File: src/rtl/rv32i_types.sv
// rv32i_types: shared RV32I dispatch opcodes and the ALU reservation station entry layout.
package rv32i_types;
    localparam int PREG_BITS = 6;
    localparam logic [6:0] OP_IMM   = 7'b0010011;
    localparam logic [6:0] OP_REG   = 7'b0110011;
    localparam logic [6:0] OP_LUI   = 7'b0110111;
    localparam logic [6:0] OP_AUIPC = 7'b0010111;
    typedef struct packed {
        logic [PREG_BITS-1:0] ps1;
        logic [PREG_BITS-1:0] ps2;
        logic [PREG_BITS-1:0] pd;
        logic [PREG_BITS-1:0] rob_num;
        logic [6:0]           opcode;
        logic [2:0]           funct3;
        logic [6:0]           funct7;
        logic [31:0]          imm;
        logic [31:0]          pc;
    } rs_alu_entry_t;
endpackage

File: src/rtl/prio_enc.sv
// prio_enc: lowest-index-first priority encoder.
module prio_enc #(
    parameter int N = 8,
    localparam int W = (N > 1) ? $clog2(N) : 1
) (
    input  logic [N-1:0] req_i,
    output logic [W-1:0] idx_o,
    output logic         found_o
);
    always_comb begin
        idx_o = '0;
        found_o = 1'b0;
        for (int i = N - 1; i >= 0; i--) begin
            if (req_i[i]) begin
                idx_o = W'(i);
                found_o = 1'b1;
            end
        end
    end
endmodule

File: src/rtl/alu_reservation_station.sv
// alu_reservation_station: buffers renamed ALU ops until both sources are ready, snoops the CDB
// for wakeups and issues the lowest-index ready entry each cycle over a valid/ready handshake.
module alu_reservation_station
    import rv32i_types::*;
#(
    parameter int PHYS_REG_BITS = PREG_BITS,
    parameter int NUM_ENTRIES   = 8
) (
    input  logic                     clk,
    input  logic                     rst,
    input  logic                     flush,
    input  logic                     disp_valid,
    input  logic [PHYS_REG_BITS-1:0] disp_ps1,
    input  logic [PHYS_REG_BITS-1:0] disp_ps2,
    input  logic                     disp_ps1_valid,
    input  logic                     disp_ps2_valid,
    input  logic [PHYS_REG_BITS-1:0] disp_pd,
    input  logic [PHYS_REG_BITS-1:0] disp_rob_num,
    input  logic [6:0]               disp_opcode,
    input  logic [2:0]               disp_funct3,
    input  logic [6:0]               disp_funct7,
    input  logic [31:0]              disp_imm,
    input  logic [31:0]              disp_pc,
    input  logic                     cdb_valid,
    input  logic [PHYS_REG_BITS-1:0] cdb_pd,
    output logic                     rs_full_add,
    output logic                     issue_valid,
    input  logic                     issue_ready,
    output logic [PHYS_REG_BITS-1:0] issue_ps1,
    output logic [PHYS_REG_BITS-1:0] issue_ps2,
    output logic [PHYS_REG_BITS-1:0] issue_pd,
    output logic [PHYS_REG_BITS-1:0] issue_rob_num,
    output logic [6:0]               issue_opcode,
    output logic [2:0]               issue_funct3,
    output logic [6:0]               issue_funct7,
    output logic [31:0]              issue_imm,
    output logic [31:0]              issue_pc
);
    localparam int IW = $clog2(NUM_ENTRIES);
    logic [NUM_ENTRIES-1:0] valid_q, valid_d, rdy1_q, rdy1_d, rdy2_q, rdy2_d;
    rs_alu_entry_t          ent_q [NUM_ENTRIES];
    rs_alu_entry_t          sel_ent;
    logic [IW-1:0]          free_idx, sel_idx;
    logic                   free_found, alloc, wake, ins_rdy1, ins_rdy2;
    prio_enc #(.N(NUM_ENTRIES)) u_free (
        .req_i(~valid_q), .idx_o(free_idx), .found_o(free_found)
    );
    prio_enc #(.N(NUM_ENTRIES)) u_sel (
        .req_i(valid_q & rdy1_q & rdy2_q), .idx_o(sel_idx), .found_o(issue_valid)
    );
    assign rs_full_add = &valid_q;
    assign alloc       = disp_valid && free_found;
    assign wake        = cdb_valid && cdb_pd != '0;
    // Same-cycle CDB match lets a freshly dispatched entry skip the wakeup wait.
    assign ins_rdy1    = disp_ps1_valid || disp_ps1 == '0 || (cdb_valid && cdb_pd == disp_ps1);
    assign ins_rdy2    = disp_ps2_valid || disp_ps2 == '0 || (cdb_valid && cdb_pd == disp_ps2);
    always_comb begin
        valid_d = valid_q;
        rdy1_d = rdy1_q;
        rdy2_d = rdy2_q;
        for (int i = 0; i < NUM_ENTRIES; i++) begin
            if (wake && ent_q[i].ps1 == cdb_pd) rdy1_d[i] = 1'b1;
            if (wake && ent_q[i].ps2 == cdb_pd) rdy2_d[i] = 1'b1;
        end
        if (issue_valid && issue_ready) valid_d[sel_idx] = 1'b0;
        if (alloc) begin
            valid_d[free_idx] = 1'b1;
            rdy1_d[free_idx] = ins_rdy1;
            rdy2_d[free_idx] = ins_rdy2;
        end
        if (flush) valid_d = '0;
    end
    always_ff @(posedge clk) begin
        if (rst) begin
            valid_q <= '0;
            rdy1_q <= '0;
            rdy2_q <= '0;
        end else begin
            valid_q <= valid_d;
            rdy1_q <= rdy1_d;
            rdy2_q <= rdy2_d;
        end
        if (alloc) ent_q[free_idx] <= '{ps1: disp_ps1, ps2: disp_ps2, pd: disp_pd,
            rob_num: disp_rob_num, opcode: disp_opcode, funct3: disp_funct3,
            funct7: disp_funct7, imm: disp_imm, pc: disp_pc};
    end
    assign sel_ent       = ent_q[sel_idx];
    assign issue_ps1     = issue_valid ? sel_ent.ps1 : '0;
    assign issue_ps2     = issue_valid ? sel_ent.ps2 : '0;
    assign issue_pd      = issue_valid ? sel_ent.pd : '0;
    assign issue_rob_num = issue_valid ? sel_ent.rob_num : '0;
    assign issue_opcode  = issue_valid ? sel_ent.opcode : '0;
    assign issue_funct3  = issue_valid ? sel_ent.funct3 : '0;
    assign issue_funct7  = issue_valid ? sel_ent.funct7 : '0;
    assign issue_imm     = issue_valid ? sel_ent.imm : '0;
    assign issue_pc      = issue_valid ? sel_ent.pc : '0;
endmodule

File: config.mk
export PLATFORM = sky130hd
export DESIGN_NAME = alu_reservation_station
export DESIGN_NICKNAME = d
export VERILOG_FILES = /design/src/rtl/rv32i_types.sv /design/src/rtl/prio_enc.sv /design/src/rtl/alu_reservation_station.sv
export SDC_FILE = /design/constraint.sdc
export NUM_CORES = 1
export LEC_CHECK = 0
export ABC_AREA = 1
export BUFFER_PORTS_ARGS = -buffer_cell sky130_fd_sc_hd__buf_2
export CAP_MARGIN = 30
export CORE_UTILIZATION = 45
export DETAILED_ROUTE_END_ITERATION = 10
export SYNTH_ARGS = -nofsm -noshare
export SYNTH_HDL_FRONTEND = slang
export SYNTH_SLANG_ARGS = --single-unit
File: constraint.sdc
create_clock -name clk -period 7.44 [get_ports clk]
set_clock_uncertainty 0.05 [all_clocks]
set_input_delay 1.86 -clock clk [delete_from_list [all_inputs] [get_ports clk]]
set_output_delay 1.86 -clock clk [all_outputs]
set_load 0.05 [all_outputs]
After elaboration in Yosys (flattened, before gate mapping) --
Memory sizes are Yosys's and may differ from the RTL's. Index checks and enable logic that the tools add are counted.
Word-level totals: logic and storage cells 133, output and inout port bits 107, memories 1, register bits 24, bits in writable memories 840, input port bits 119
Memories:
- ent_q | words 8, bits a word 105, read ports 9, clocked after Yosys merged registers in 0, write ports 1, RTL line alu_reservation_station.sv:41 | rs_alu_entry_t ent_q [NUM_ENTRIES];
Cells by class: bitwise gates (word level) 6, multiplexer cells 69, eq/ne operators 18, order comparisons 4, reduce and logical (&&, ||, !) cells 32
Operators by type and width (number):
- $eq 6x6->1 | 18
- $mux 32 | 2
- $mux 3 | 17
- $mux 1 | 36
- $mux 8 | 4
- $and 8x8->8 | 3
- $mux 6 | 4
- $logic_and 1x1->1 | 23
- $bwmux 8 | 2
- $not 8->8 | 2
- $mux 7 | 2
- $logic_not 6->1 | 2
- $lt 3x4->1 const B | 2
- $or 8x8->8 | 1
- $reduce_and 8->1 | 1
- $demux 1 s3 | 2
- $ge 3x1->1 const B | 2
- $reduce_bool 6->1 | 1
- $logic_or 1x1->1 | 4
- $reduce_or 2->1 | 1

Longest topological paths before layout --
depth after elaboration 19, depth in mapped cells 14, mapped depth without buffers 12

By module --
From an unflattened synthesis, not the netlist that was laid out.
Unflattened totals: cell total of the unflattened synthesis 2990, area total of the unflattened synthesis 35525.3 µm²
By module, submodules not included:
- alu_reservation_station | seq. area each 25704.7 µm², cells each 2946, area each 35327.6 µm², instances 1
- prio_enc | seq. area each 0.0 µm², cells each 22, area each 98.8 µm², instances 2

Worst setup path before layout --
No wires, ideal clock.
path kind input-to-reg, from input disp_valid, to memory ent_q[3][0] (netlist bit) (enable), required time 6818 ps, cell stages on the path 2, data arrival time 6401 ps, setup time 572 ps, setup slack 417 ps, path through nand4_1 nor2_1
Between the ends: longest elaborated chain between the ends 3
Ends and longest elaborated chain:
- start: declaration | RTL line alu_reservation_station.sv:12 | input logic disp_valid,
- $logic_and 1x1->1 | RTL line alu_reservation_station.sv:52 | assign alloc = disp_valid && free_found;
- $mux 1 | RTL line alu_reservation_station.sv:83 | if (alloc) ent_q[free_idx] <= '{ps1: disp_ps1, ps2: disp_ps2, pd: disp_pd,
- $mux 1 (implied by the code) | RTL line alu_reservation_station.sv:83
- end: declaration | RTL line alu_reservation_station.sv:41
No other way between the ends.

Final worst setup path --
from register valid_q[5], to output issue_rob_num[1]
Between the ends: longest elaborated chain between the ends 10, elaborated cells between the ends (all ways) 16, classes of those cells mux (13); bitwise (2); memory (1)
Ends and longest elaborated chain:
- start: declaration | RTL line alu_reservation_station.sv:40 | logic [NUM_ENTRIES-1:0] valid_q, valid_d, rdy1_q, rdy1_d, rdy2_q, rdy2_d;
- start signal: assignment | RTL line alu_reservation_station.sv:79 | valid_q <= valid_d;
- $and 8x8->8 * (2 in series) | RTL line alu_reservation_station.sv:49 | .req_i(valid_q & rdy1_q & rdy2_q), .idx_o(sel_idx), .found_o(issue_valid)
- $mux 3 (6 in series) | RTL line prio_enc.sv:14 | if (req_i[i]) begin
- $mem_v2 8x105
- $mux 6 * | RTL line alu_reservation_station.sv:91 | assign issue_rob_num = issue_valid ? sel_ent.rob_num : '0;
- end: declaration | RTL line alu_reservation_station.sv:32 | output logic [PHYS_REG_BITS-1:0] issue_rob_num,
Mark *: on every way between the ends. The rest lies on a longest branch, timed or not.

==> flow_summary_export.csv <==
group,metric,value,unit
sta,rsz0062_at_grt,"false",
floorplanning,core,88900,µm²
sta,hold_viol,0,
synthesis,synth_area_leaders,"edfxtp_1, inv_1, nand3_1",
routing,drtIter0Drc,2308,
power_and_ir_drop,p_per_area,225,nW/µm²
clock_network,cts_sinks,864,
clock_network,cts_root_buffer,"clkbuf_16",
place,dp.cells,5275,
critical_path,cpLargestDelayFamily,"simple AND/OR/NAND/NOR gates",
synthesis,ys_types,32,
synthesis,yosysSeqAreaShare,63.2,%
layout,fillers,8007,
power_and_ir_drop,p_int,8.12,mW
critical_path,end_kind,"output port",
layout,final_util,51.4,%
sta,fin_setup_tns,0,ns
sta,slew_headroom,28.0,%
routing,first_pass_iters,8,
critical_path,path_cells,"nand3_1 > nand2_8 > inv_2 > nand2_1 > nand2_8 > nand2_8 > buf_4 > nand3_1 > nand3_1 > nor2_1 > nor2_1 > nor2_1 > buf_2",
critical_path,setup.worst_path.start_class,"flop",
synthesis,syn_inst,4104,
routing,vias,28634,
sta,setup_violations,0,
critical_path,cp_data_arrival_time,4.68,ns
synthesis,synth_top_cell_by_area,"edfxtp_1",
sta,fin_crit,6.59,ns
clock_network,ctsLongestPathBuffers,3,
routing,vias_per_cell,5.25,
floorplanning,placementRows,109,
critical_path,critPathMaxStageDelay,0.82,ns
flow_run,drv_cap,0,
clock_network,postCtsSetupBuffers,0,
layout,fin_nets,4327,
global_route,grt_pass1_vias,27082,
power_and_ir_drop,leakage,19.4,nW
clock_network,cts_hold_buf,0,
layout,drive_gt1_share,9.94,%
place,hpwl,56600,µm
sta,slew_viol_final,0,
layout,final_cell_mix,"inv_1, edfxtp_1, nand3_1",
layout,multiInputGateArea,10500,µm²
synthesis,synth-seq-cells,864,
routing,ant_nets,0,
min_path,min_path_type,"flop to flop",
power_and_ir_drop,switching_share,20.9,%
power_and_ir_drop,p_switching,2.14,mW
clock_network,h-tree-depth,3,
sta,timing.final.crit_share,88.6,%
global_route,grt.overflow.total,0,
routing,wire_per_inst,19.7,µm
sta,holdWs,0.437,ns
synthesis,syn-cell-area,40700,µm²
floorplanning,chipWidth,303,µm
critical_path,r2r_slack,3.97,ns
routing,finalWirelength,108000,µm
clock_network,clk_latency,0.64,ns
synthesis,synth_nets,4223,
floorplanning,die_h,303,µm
power_and_ir_drop,pwr-share-comb,3.2,%
critical_path,path_class,"flop to output port",
floorplanning,die-area,91600,µm²
power_and_ir_drop,report.power.total,10.3,mW
global_route,grt_usage,23.6,%
floorplanning,start_util,45.7,%
global_route,grt_pass1_wl,164000,µm
critical_path,critPathRequiredTime,5.53,ns
synthesis,ys_warn_count,0,
power_and_ir_drop,power_frac_seq,52.7,%
critical_path,cpMaxStageDelayCell,"nand2_8",
power_and_ir_drop,ir_drop,0.191,mV
routing,drc,0,
layout,final_cell_count_no_fill,5456,
clock_network,ctsResizeCount,0,
layout,mostFrequentLayoutCell,"inv_1",
layout,synthToLayoutAreaGrowth,12.4,%
global_route,grt_max_degree,195,
power_and_ir_drop,pwr-share-clk,44.0,%
critical_path,path_buf_inv,3,
clock_network,cts_buffers,94,
outcome,status,"finished, final reports clean",
synthesis,avgSynthCellArea,9.91,µm²
floorplanning,io_pins,226,
clock_network,clk_pin_slew,0.06,ns
place,io_buffers,225,
layout,layout.area.seq,25700,µm²
sta,worst_pin_slew,1.08,ns
synthesis,synth_top_area_share,62.0,%
clock_network,cts_tree,"built",
critical_path,path_max_fanout,110,
sta,fmax,152,MHz
place,gp_congestion,0.809,
global_route,antenna_found_initial,16,
[worst reg2reg max path, cell delays in order, from the launching register on]
cell     delay [ns]
dfxtp_1        0.33
nand3_1        0.20
nand2_8        0.47
inv_2          0.25
nand2_1        0.16
nand2_8        0.42
nand2_8        0.71
nor3_1         0.53
nand2_1        0.10
nand2_1        0.08
a21oi_1        0.05
[per-layer routing]
| metal | wire length, µm | up-vias | track usage (%) |
|---|---|---|---|
| li1 | - | 13781 | - |
| met1 | 46400 | 13849 | 31.6 |
| met2 | 51900 | 805 | 39.5 |
| met3 | 6070 | 183 | 3.39 |
| met4 | 3060 | 16 | 7.73 |
| met5 | 91 | - | 0 |
[sequential cells by signal (all words and copies together), names as in the netlist]
register,cells
rdy1_q,8
ent_q,840
rdy2_q,8
valid_q,8
[area by class of cell]
| class | instances | area share, % |
|---|---|---|
| Antenna cell | 6 | 0.0329 |
| Multi-Input combinational cell | 2088 | 22.9 |
| Inverter | 890 | 7.41 |
| Sequential cell | 864 | 56.3 |
| Tap cell | 1165 | 3.19 |
| Timing Repair Buffer | 270 | 3.75 |
| Clock inverter | 50 | 0.934 |
| Clock buffer | 123 | 5.53 |
[synth_stat cells]
| library cell | number |
|---|---|
| edfxtp_1 | 840 |
| buf_2 | 158 |
| o2111ai_1 | 1 |
| o21ai_4 | 1 |
| xor2_1 | 35 |
| nor2_8 | 1 |
| nor2_1 | 495 |
| nor4_1 | 5 |
| nand3_1 | 662 |
| o21ai_0 | 22 |
| nor3_1 | 18 |
| clkbuf_1 | 61 |
| o22ai_1 | 1 |
| a31oi_1 | 4 |
| nand2_1 | 373 |
| o211ai_1 | 1 |
| a21boi_0 | 2 |
| dfxtp_1 | 24 |
| nand3b_1 | 199 |
| a21boi_1 | 1 |
| or2_2 | 1 |
| o21bai_1 | 3 |
| a31o_2 | 3 |
| nand4_1 | 230 |
| buf_1 | 29 |
| clkinv_1 | 2 |
| buf_4 | 14 |
| nand2_2 | 5 |
| a21oi_1 | 19 |
| inv_2 | 1 |
| inv_1 | 887 |
| xnor2_1 | 6 |
[cells by family (layout without fill, tap and decap cells)]
group	count (synthesis)	count (layout)	synth area share, %
XOR/XNOR	41	41	0.883
buffers and inverters	1152	1333	11.2
other	0	6	0
AND/OR/NAND/NOR	1989	1989	23.8
AO/OA/AOI/OAI	58	58	0.837
flip-flops	864	864	63.2
[power groups by stage]
stage                     Sequential [mW]  Clock (mW)  Combinational (mW)
final                                5.41        4.52               0.331
after floorplan                      5.52           0               0.172
after detailed placement             5.51           0               0.332
after global placement               5.51           0               0.328
after global routing                 5.41        4.78               0.369
after CTS                            5.41        4.60               0.333
[through the flow]
stage	instance area (µm²)	setup WS, ns
3_3_place_gp	42500	1.40
2_1_floorplan	40700	0.417
4_1_cts	45600	0.800
5_1_grt	45700	0.553
3_5_place_dp	42700	1.51
6_report	45700	0.846
[final timing paths]
check | from | to | cells past startpoint
hold reg to reg | rdy1_q[2]$_SDFF_PP0_ | rdy1_q[2]$_SDFF_PP0_ | 2
setup reg to reg | valid_q[4]$_SDFF_PP0_ | valid_q[3]$_SDFF_PP0_ | 10
hold / removal | rdy1_q[2]$_SDFF_PP0_ | rdy1_q[2]$_SDFF_PP0_ | 2
setup / recovery | valid_q[5]$_SDFF_PP0_ | issue_rob_num[1] | 13
Power figures use the tool's default switching activity.
